$ cat config.mk
export PLATFORM = sky130hd
export DESIGN_NAME = reg_wb_arbiter
export DESIGN_NICKNAME = d
export VERILOG_FILES = /design/src/rtl/reg_wb_arbiter.sv
export SDC_FILE = /design/constraint.sdc
export NUM_CORES = 1
export LEC_CHECK = 0
export BUFFER_PORTS_ARGS = -buffer_cell sky130_fd_sc_hd__buf_4
export CAP_MARGIN = 20
export CORE_UTILIZATION = 48
export DETAILED_ROUTE_END_ITERATION = 10
export PLACE_DENSITY_LB_ADDON = 0.1
export SLEW_MARGIN = 20
export SYNTH_ARGS = -nofsm -noshare
export SYNTH_HDL_FRONTEND = slang
export SYNTH_SLANG_ARGS = --single-unit
$ cat constraint.sdc
create_clock -name clk -period 3.9 [get_ports clk]
set_clock_uncertainty 0.15 [all_clocks]
set_input_delay 0 -clock clk [delete_from_list [all_inputs] [get_ports clk]]
set_output_delay 0 -clock clk [all_outputs]
set_load 0.01 [all_outputs]
$ cat src/rtl/reg_wb_arbiter.sv
// Writeback arbiter for two result pipes (ALU, load) into a single register-file
// write port, plus the pending-destination scoreboard cleared by those writes.
module reg_wb_arbiter #(
  parameter int REG_FILE_BITS = 5,
  parameter int REG_FILE_SIZE = 1 << REG_FILE_BITS,
  parameter int REG_SIZE      = 64
) (
  input  logic                     clk,
  input  logic                     rst,
  input  logic                     req0_valid,
  output logic                     req0_ready,
  input  logic [REG_FILE_BITS-1:0] req0_num,
  input  logic [REG_SIZE-1:0]      req0_data,
  input  logic                     req1_valid,
  output logic                     req1_ready,
  input  logic [REG_FILE_BITS-1:0] req1_num,
  input  logic [REG_SIZE-1:0]      req1_data,
  output logic                     rf_we,
  output logic [REG_FILE_BITS-1:0] rf_write_num,
  output logic [REG_SIZE-1:0]      rf_input_data,
  input  logic                     sb_set,
  input  logic [REG_FILE_BITS-1:0] sb_num,
  input  logic [REG_FILE_BITS-1:0] query_num1,
  input  logic [REG_FILE_BITS-1:0] query_num2,
  output logic                     busy1,
  output logic                     busy2,
  output logic [REG_FILE_SIZE-1:0] busy_mask
);

  // prio_q: 0 -> req0 wins a tie, 1 -> req1 wins a tie
  logic                     prio_q, prio_d;
  logic                     we_q, we_d;
  logic [REG_FILE_BITS-1:0] num_q, num_d;
  logic [REG_SIZE-1:0]      data_q, data_d;
  logic [REG_FILE_SIZE-1:0] busy_q, busy_d;

  logic                     grant0, grant1, accept;
  logic [REG_FILE_BITS-1:0] acc_num;
  logic [REG_SIZE-1:0]      acc_data;

  always_comb begin
    grant0 = 1'b0;
    grant1 = 1'b0;
    if (!rst) begin
      if (req0_valid && req1_valid) begin
        grant0 = ~prio_q;
        grant1 = prio_q;
      end else begin
        grant0 = req0_valid;
        grant1 = req1_valid;
      end
    end
  end

  assign req0_ready = grant0;
  assign req1_ready = grant1;
  assign accept     = grant0 | grant1;
  assign acc_num    = grant1 ? req1_num  : req0_num;
  assign acc_data   = grant1 ? req1_data : req0_data;

  always_comb begin
    prio_d = prio_q;
    if (grant0)      prio_d = 1'b1;
    else if (grant1) prio_d = 1'b0;

    // Writes to register 0 are accepted but dropped; outputs hold their last values.
    we_d   = accept && (acc_num != '0);
    num_d  = we_d ? acc_num  : num_q;
    data_d = we_d ? acc_data : data_q;

    // Clear first, then set, so a newer producer of the same register wins.
    busy_d = busy_q;
    if (we_d)                       busy_d[acc_num] = 1'b0;
    if (sb_set && (sb_num != '0))   busy_d[sb_num]  = 1'b1;
    busy_d[0] = 1'b0;
  end

  always_ff @(posedge clk or posedge rst) begin
    if (rst) begin
      prio_q <= 1'b0;
      we_q   <= 1'b0;
      num_q  <= '0;
      data_q <= '0;
      busy_q <= '0;
    end else begin
      prio_q <= prio_d;
      we_q   <= we_d;
      num_q  <= num_d;
      data_q <= data_d;
      busy_q <= busy_d;
    end
  end

  assign rf_we         = we_q;
  assign rf_write_num  = num_q;
  assign rf_input_data = data_q;
  assign busy_mask     = busy_q;
  assign busy1         = busy_q[query_num1];
  assign busy2         = busy_q[query_num2];

endmodule

## After elaboration in Yosys (flattened, before gate mapping)

Index checks and enable logic that the tools add are counted.

| cells by class | value |
|---|---|
| shift-type cells | 0 |
| multiplexer cells | 18 |
| reductions and logical operators | 8 |
| add/sub/neg operators | 0 |
| $mul | 0 |
| magnitude comparators | 6 |
| equal/unequal tests | 0 |
| bitwise operators | 5 |
| divide/modulo/power cells | 0 |

Operators with widths:

| cell | number |
|---|---|
| 32-bit 2-to-1 mux | 2 |
| 64-bit 2-to-1 mux | 1 |
| 32-bit AND | 1 |
| 32-bit inverter | 1 |
| 32-bit OR | 1 |
| 5-bit by 6-bit < comparator with 1-bit output, second input constant | 4 |
| 1-bit binary-select mux with 5-bit select | 2 |
| 1-bit demux with 5-bit select | 2 |
| 5-bit by 1-bit >= comparator with 1-bit output, second input constant | 2 |
| 1-bit 2-to-1 mux | 10 |
| 5-bit nonzero test | 2 |
| 1-bit logical AND | 5 |
| 5-bit 2-to-1 mux | 1 |
| 2-bit nonzero test | 1 |
| 1-bit inverter | 1 |
| 1-bit OR | 1 |

| word-level totals | value |
|---|---|
| output and inout bits | 106 |
| flip-flop bits (word level) | 102 |
| logic and storage cells | 42 |
| memories | 0 |
| memory bits (writable) | 0 |
| input bits | 158 |
| bits in latches | 0 |
| bits in read-only memories | 0 |

## Logic depth before layout (Yosys ltp)

| logic depth | value |
|---|---|
| depth after elaboration | 13 |
| gate-level depth with buffers | 9 |
| depth with buffers taken out | 6 |

## Worst setup path before layout

Ideal clock, no wire load.

| path | value |
|---|---|
| kind | input to register |
| start | input rst |
| end | register busy_q[19] (netlist: busy_mask[19]) |
| path slack | 0.381 ns |
| required time | 3.612 ns |
| arrival time | 3.231 ns |
| buffers on the path | 0 |
| stages on the path | 4 |
| library setup time | 0.138 ns |
| cells stage by stage | inv_1 -> o211ai_1 -> o31ai_1 -> o21ai_0 |

| between the ends | value |
|---|---|
| longest elaborated chain between the ends | 11 |
| elaborated cells between the ends (all ways) | 16 |
| those cells by class | order compare: 2; mux: 7; bitwise: 4; reduce/logical: 3 |

Ends and longest elaborated chain:

| item | line | RTL |
|---|---|---|
| start, declared | 9 | `input logic rst,` |
| 1-bit 2-to-1 mux | 44 | `if (!rst) begin` |
| 5-bit 2-to-1 mux | 58 | `assign acc_num = grant1 ? req1_num : req0_num;` |
| 5-bit by 6-bit < comparator with 1-bit output (not written as such) / 5-bit by 1-bit >= comparator with 1-bit output (equally long branches) | 73 | `if (we_d) busy_d[acc_num] = 1'b0;` |
| 1-bit logical AND (not written as such) | 73 |  |
| 1-bit 2-to-1 mux (not written as such) | 73 |  |
| 1-bit demux with 5-bit select | 73 |  |
| 32-bit inverter (no source line) | -- |  |
| 32-bit AND (no source line) | -- |  |
| 32-bit 2-to-1 mux * | 73 |  |
| 32-bit OR (no source line) | -- |  |
| 32-bit 2-to-1 mux * | 74 | `if (sb_set && (sb_num != '0)) busy_d[sb_num] = 1'b1;` |
| named net busy_d[19] | 35 | `logic [REG_FILE_SIZE-1:0] busy_q, busy_d;` |
| end signal, assigned | 90 | `busy_q <= busy_d;` |
| end, declared | 35 |  |

The timed path passes the listed nets; every way through them passes the cells marked *.
A chain may end at the register's enable or synchronous reset.

## Final worst setup path

| path | value |
|---|---|
| start | input req1_valid |
| end | register num_q[0] (netlist: rf_write_num[0]) |

| between the ends | value |
|---|---|
| longest elaborated chain between the ends | 6 |
| elaborated cells between the ends (all ways) | 9 |
| those cells by class | mux: 5; bitwise: 1; reduce/logical: 3 |

Ends and longest elaborated chain:

| item | line | RTL |
|---|---|---|
| start, declared | 14 | `input logic req1_valid,` |
| 1-bit logical AND | 45 | `if (req0_valid && req1_valid) begin` |
| 1-bit 2-to-1 mux | 45 |  |
| 1-bit 2-to-1 mux | 44 |  |
| 5-bit 2-to-1 mux | 58 |  |
| 5-bit nonzero test | 67 | `we_d = accept && (acc_num != '0);` |
| 1-bit logical AND | 67 |  |
| end signal, assigned | 88 | `num_q <= num_d;` |
| end, declared | 33 | `logic [REG_FILE_BITS-1:0] num_q, num_d;` |

Parallel ways exist; a longest one is shown, timed or not.

==> impl_metrics.env <==
export IMPL_status="complete, but fails checks"
export IMPL_failing_checks="design-rule violations"
export IMPL_area_sequential_um2=2550
export IMPL_num_io_pins=264
export IMPL_switching_share_pct=32.7
export IMPL_max_cap_viol_count=0
export IMPL_final_max_slew_violation_count=0
export IMPL_crit_path_max_incr_delay_ps=590
export IMPL_final_setup_tns_ps=0
export IMPL_grt_first_pass_wirelength_um=33900
export IMPL_insertedDiodeCount=0
export IMPL_final_net_count=1169
export IMPL_count_of_vias_placed_by_the_detailed_router=6560
export IMPL_critPathLaunchType="input pin"
export IMPL_cts_root_buf="sky130_fd_sc_hd__clkbuf_16"
export IMPL_multi_input_logic_area_um2=3010
export IMPL_place_detailed_instances=991
export IMPL_cts_sinks=102
export IMPL_drt_initial_drc_count=538
export IMPL_worstPathCellList="dlygate4sd3_1, buf_4, nor2b_1, nand2_2, buf_4, inv_2, buf_6, nand2_1, o211ai_1, dlygate4sd3_1, o211ai_1, dlygate4sd3_1"
export IMPL_rsz0062_at_grt="false"
export IMPL_drt_antenna_violating_nets=0
export IMPL_floorplan_die_area_um2=12500
export IMPL_largest_net_degree_at_the_start_of_global_routing=71
export IMPL_detailedRoute_firstPassIterationCount=8
export IMPL_totalWireLength_um=21600
export IMPL_powerDensity_nw_per_um2=400
export IMPL_clock_fmax_mhz=278
export IMPL_synth_edf_count=0
export IMPL_layout_commonest_cell="sky130_fd_sc_hd__buf_4"
export IMPL_numPortBuffers=262
export IMPL_share_of_final_layout_standard_cells_stronger_than_drive_strength_1_pct=36.1
export IMPL_slowest_library_cell_on_the_worst_path="sky130_fd_sc_hd__dlygate4sd3_1"
export IMPL_cp_num_buf_inv=7
export IMPL_hold_viol=0
export IMPL_synth_top_area_share_pct=44.2
export IMPL_die_w_um=112
export IMPL_yosysWarningCount=0
export IMPL_place_detailed_hpwl_um=12700
export IMPL_placeableCoreArea_um2=11600
export IMPL_timing_worst_slew_pin_value_ps=887
export IMPL_setup_worst_path_class="in -> reg"
export IMPL_cts_tree="done"
export IMPL_cts_htree_levels=3
export IMPL_syn_inst=615
export IMPL_die_height_um=112
export IMPL_avgViaCountPerCell=5.66
export IMPL_final_cells=1159
export IMPL_routabilityCongestion=0.884
export IMPL_num_rows=39
export IMPL_hold_ws_ps=59.4
export IMPL_most_common_layout_cells="sky130_fd_sc_hd__buf_4 (266), sky130_fd_sc_hd__nand2_1 (218), sky130_fd_sc_hd__dlygate4sd3_1 (152)"
export IMPL_synthesis_area_per_instance_um2=9.40
export IMPL_max_slew_margin_rel_pct=40.6
export IMPL_final_setup_viol_count=0
export IMPL_layout_worst_path_cycle_share_pct=92.4
export IMPL_total_congestion_overflow=0
export IMPL_p_clk_share_pct=25.2
export IMPL_power_net_switching_mw=1.26
export IMPL_postSynthNetCount=773
export IMPL_post_layout_total_power_mw=3.85
export IMPL_global_route_usage_total_pct=34.8
export IMPL_cts_buffers_inserted=9
export IMPL_synth_area_leader_cell="sky130_fd_sc_hd__dfrtp_1"
export IMPL_crit_path_max_fanout=69
export IMPL_antenna_violations_before_repair=0
export IMPL_critical_path_required_ps=3980
export IMPL_synth_seq_area_share_pct=44.2
export IMPL_fillerInstances=612
export IMPL_synth_ff_type="sky130_fd_sc_hd__dfrtp_1"
export IMPL_route_detailed_drc=14
export IMPL_synth_area_top_cells="sky130_fd_sc_hd__dfrtp_1 (44%), sky130_fd_sc_hd__nand2_1 (14%), sky130_fd_sc_hd__mux2_4 (7.5%)"
export IMPL_cts_reportedPaths_clkPinSlew_ps=70
export IMPL_flow_area_growth_from_synthesis_pct=66.3
export IMPL_number_of_global_route_vias_before_repair=6634
export IMPL_critPathMostFrequentCell="sky130_fd_sc_hd__dlygate4sd3_1"
export IMPL_power_ir_vdd_worst_uv=245
export IMPL_clock_latency_ps=350
export IMPL_synth_seq_cells=102
export IMPL_comb_power_share_pct=36.3
export IMPL_async_reset_ff_share_pct=100
export IMPL_worstPathArrival_ps=3690
export IMPL_floorplan_initialDensity_pct=50.0
export IMPL_synth_cell_area_um2=5780
export IMPL_postCtsSetupBuffers=0
export IMPL_intPower_mw=2.59
export IMPL_p_seq_share_pct=38.6
export IMPL_ys_types=50
export IMPL_holdCritPathClass="in -> reg"
export IMPL_setup_worst_path_end_class="register"
export IMPL_finalWorstPathRequiredPeriod_ps=3600
export IMPL_cts_max_path_buffers=2
export IMPL_wl_per_cell_um=18.6
export IMPL_cp_delay_by_family_top="buffers and inverters"
export IMPL_leakage_nw=4.74
## layer usage
| layer | wire, um | vias up | part of all wire [%] | global-route usage (%) |
|---|---|---|---|---|
| met5 | 0 | - | 0 | 0 |
| met3 | 1790 | 111 | 8.3 | 7.73 |
| met1 | 7700 | 3141 | 36 | 40.1 |
| li1 | - | 2904 | - | - |
| met2 | 10900 | 404 | 51 | 59.8 |
| met4 | 1180 | 0 | 5.5 | 19.7 |
## power groups by stage
stage | combinational (mW) | sequential, mW | clock (mW)
3_5_place_dp | 1.19 | 1.49 | 0
6_report | 1.39 | 1.48 | 0.969
4_1_cts | 1.35 | 1.47 | 0.961
3_3_place_gp | 1.16 | 1.48 | 0
2_1_floorplan | 0.498 | 1.53 | 0
5_1_grt | 1.48 | 1.51 | 1.02
## cell usage after synthesis, types with 3 or more instances
master,count
sky130_fd_sc_hd__or3_1,4
sky130_fd_sc_hd__a22oi_1,5
sky130_fd_sc_hd__o31ai_1,6
sky130_fd_sc_hd__nor3b_1,4
sky130_fd_sc_hd__o2bb2ai_1,3
sky130_fd_sc_hd__nor4_1,3
sky130_fd_sc_hd__mux2_2,37
sky130_fd_sc_hd__mux4_2,6
sky130_fd_sc_hd__nand3_1,11
sky130_fd_sc_hd__dfrtp_1,102
sky130_fd_sc_hd__nand2_1,218
sky130_fd_sc_hd__buf_2,8
sky130_fd_sc_hd__a21oi_1,9
sky130_fd_sc_hd__mux2i_1,21
sky130_fd_sc_hd__clkbuf_1,18
sky130_fd_sc_hd__nor2b_1,9
sky130_fd_sc_hd__nor2_1,8
sky130_fd_sc_hd__nor3_1,5
sky130_fd_sc_hd__o21ai_1,8
sky130_fd_sc_hd__mux2_4,29
sky130_fd_sc_hd__inv_1,3
sky130_fd_sc_hd__o211ai_1,7
sky130_fd_sc_hd__o21ai_0,44
sky130_fd_sc_hd__nand2b_1,8
sky130_fd_sc_hd__buf_8,3
## sequential cells by signal (all words and copies together) (netlist names)
register / cells
rf_we: 1
rf_input_data: 64
rf_write_num: 5
busy_mask: 31
prio_q: 1
## kinds of logic after synthesis
group / after synthesis / share of synthesized area, %
other: 1 / 0.0649
DFF: 102 / 44.2
AOI/OAI and AO/OA: 95 / 10.2
muxes: 93 / 20.7
and+or+nand+nor: 285 / 21.2
buffers and inverters: 39 / 3.68
## cell type report
type / instances / area share (%)
clock inverters: 7 / 0.937
flip-flops and latches: 102 / 26.6
multi-input cells: 474 / 31.4
clock buffers: 9 / 2.34
well taps: 143 / 1.86
inverters: 5 / 0.234
repair buffers: 419 / 36.7
## worst register-to-register path, stage by stage (launching register included)
cell and delay (ps):
sky130_fd_sc_hd__dfrtp_1 410, sky130_fd_sc_hd__nand2b_1 290, sky130_fd_sc_hd__nand2_2 130, sky130_fd_sc_hd__buf_4 580, sky130_fd_sc_hd__inv_2 90, sky130_fd_sc_hd__buf_6 270, sky130_fd_sc_hd__nand2_1 150, sky130_fd_sc_hd__o211ai_1 90
sky130_fd_sc_hd__dlygate4sd3_1 590, sky130_fd_sc_hd__o211ai_1 180, sky130_fd_sc_hd__dlygate4sd3_1 570
## what timing repair did
action	4_1_cts	5_1_grt
setup endpoints to repair	0	1
hold buffers	152	0
resized for setup	0	1
hold endpoints to repair	167	0
## final timing paths
path	start	end	slack, ps	cells past startpoint
max in group asynchronous	rst	rf_write_num[3]	2380	4
max reg2reg	prio_q	rf_write_num[0]	330	10
max	req1_valid	rf_write_num[0]	300	12
min	req1_num[4]	rf_write_num[4]	60	4
min reg2reg	rf_write_num[4]	rf_write_num[4]	350	1
min in group asynchronous	rst	rf_input_data[46]	240	3
## per-stage QoR
stage | utilization, % | worst slack (ps) | area (um^2)
after global routing | 83.1 | 64.2 | 9610
after CTS | 83.1 | 214 | 9610
final | 83.1 | 298 | 9610
after global placement | 67.2 | 1250 | 7770
after floorplan | - | 381 | 5780
after detailed placement | 67.2 | 1170 | 7770
Power figures use the tool's default switching activity.
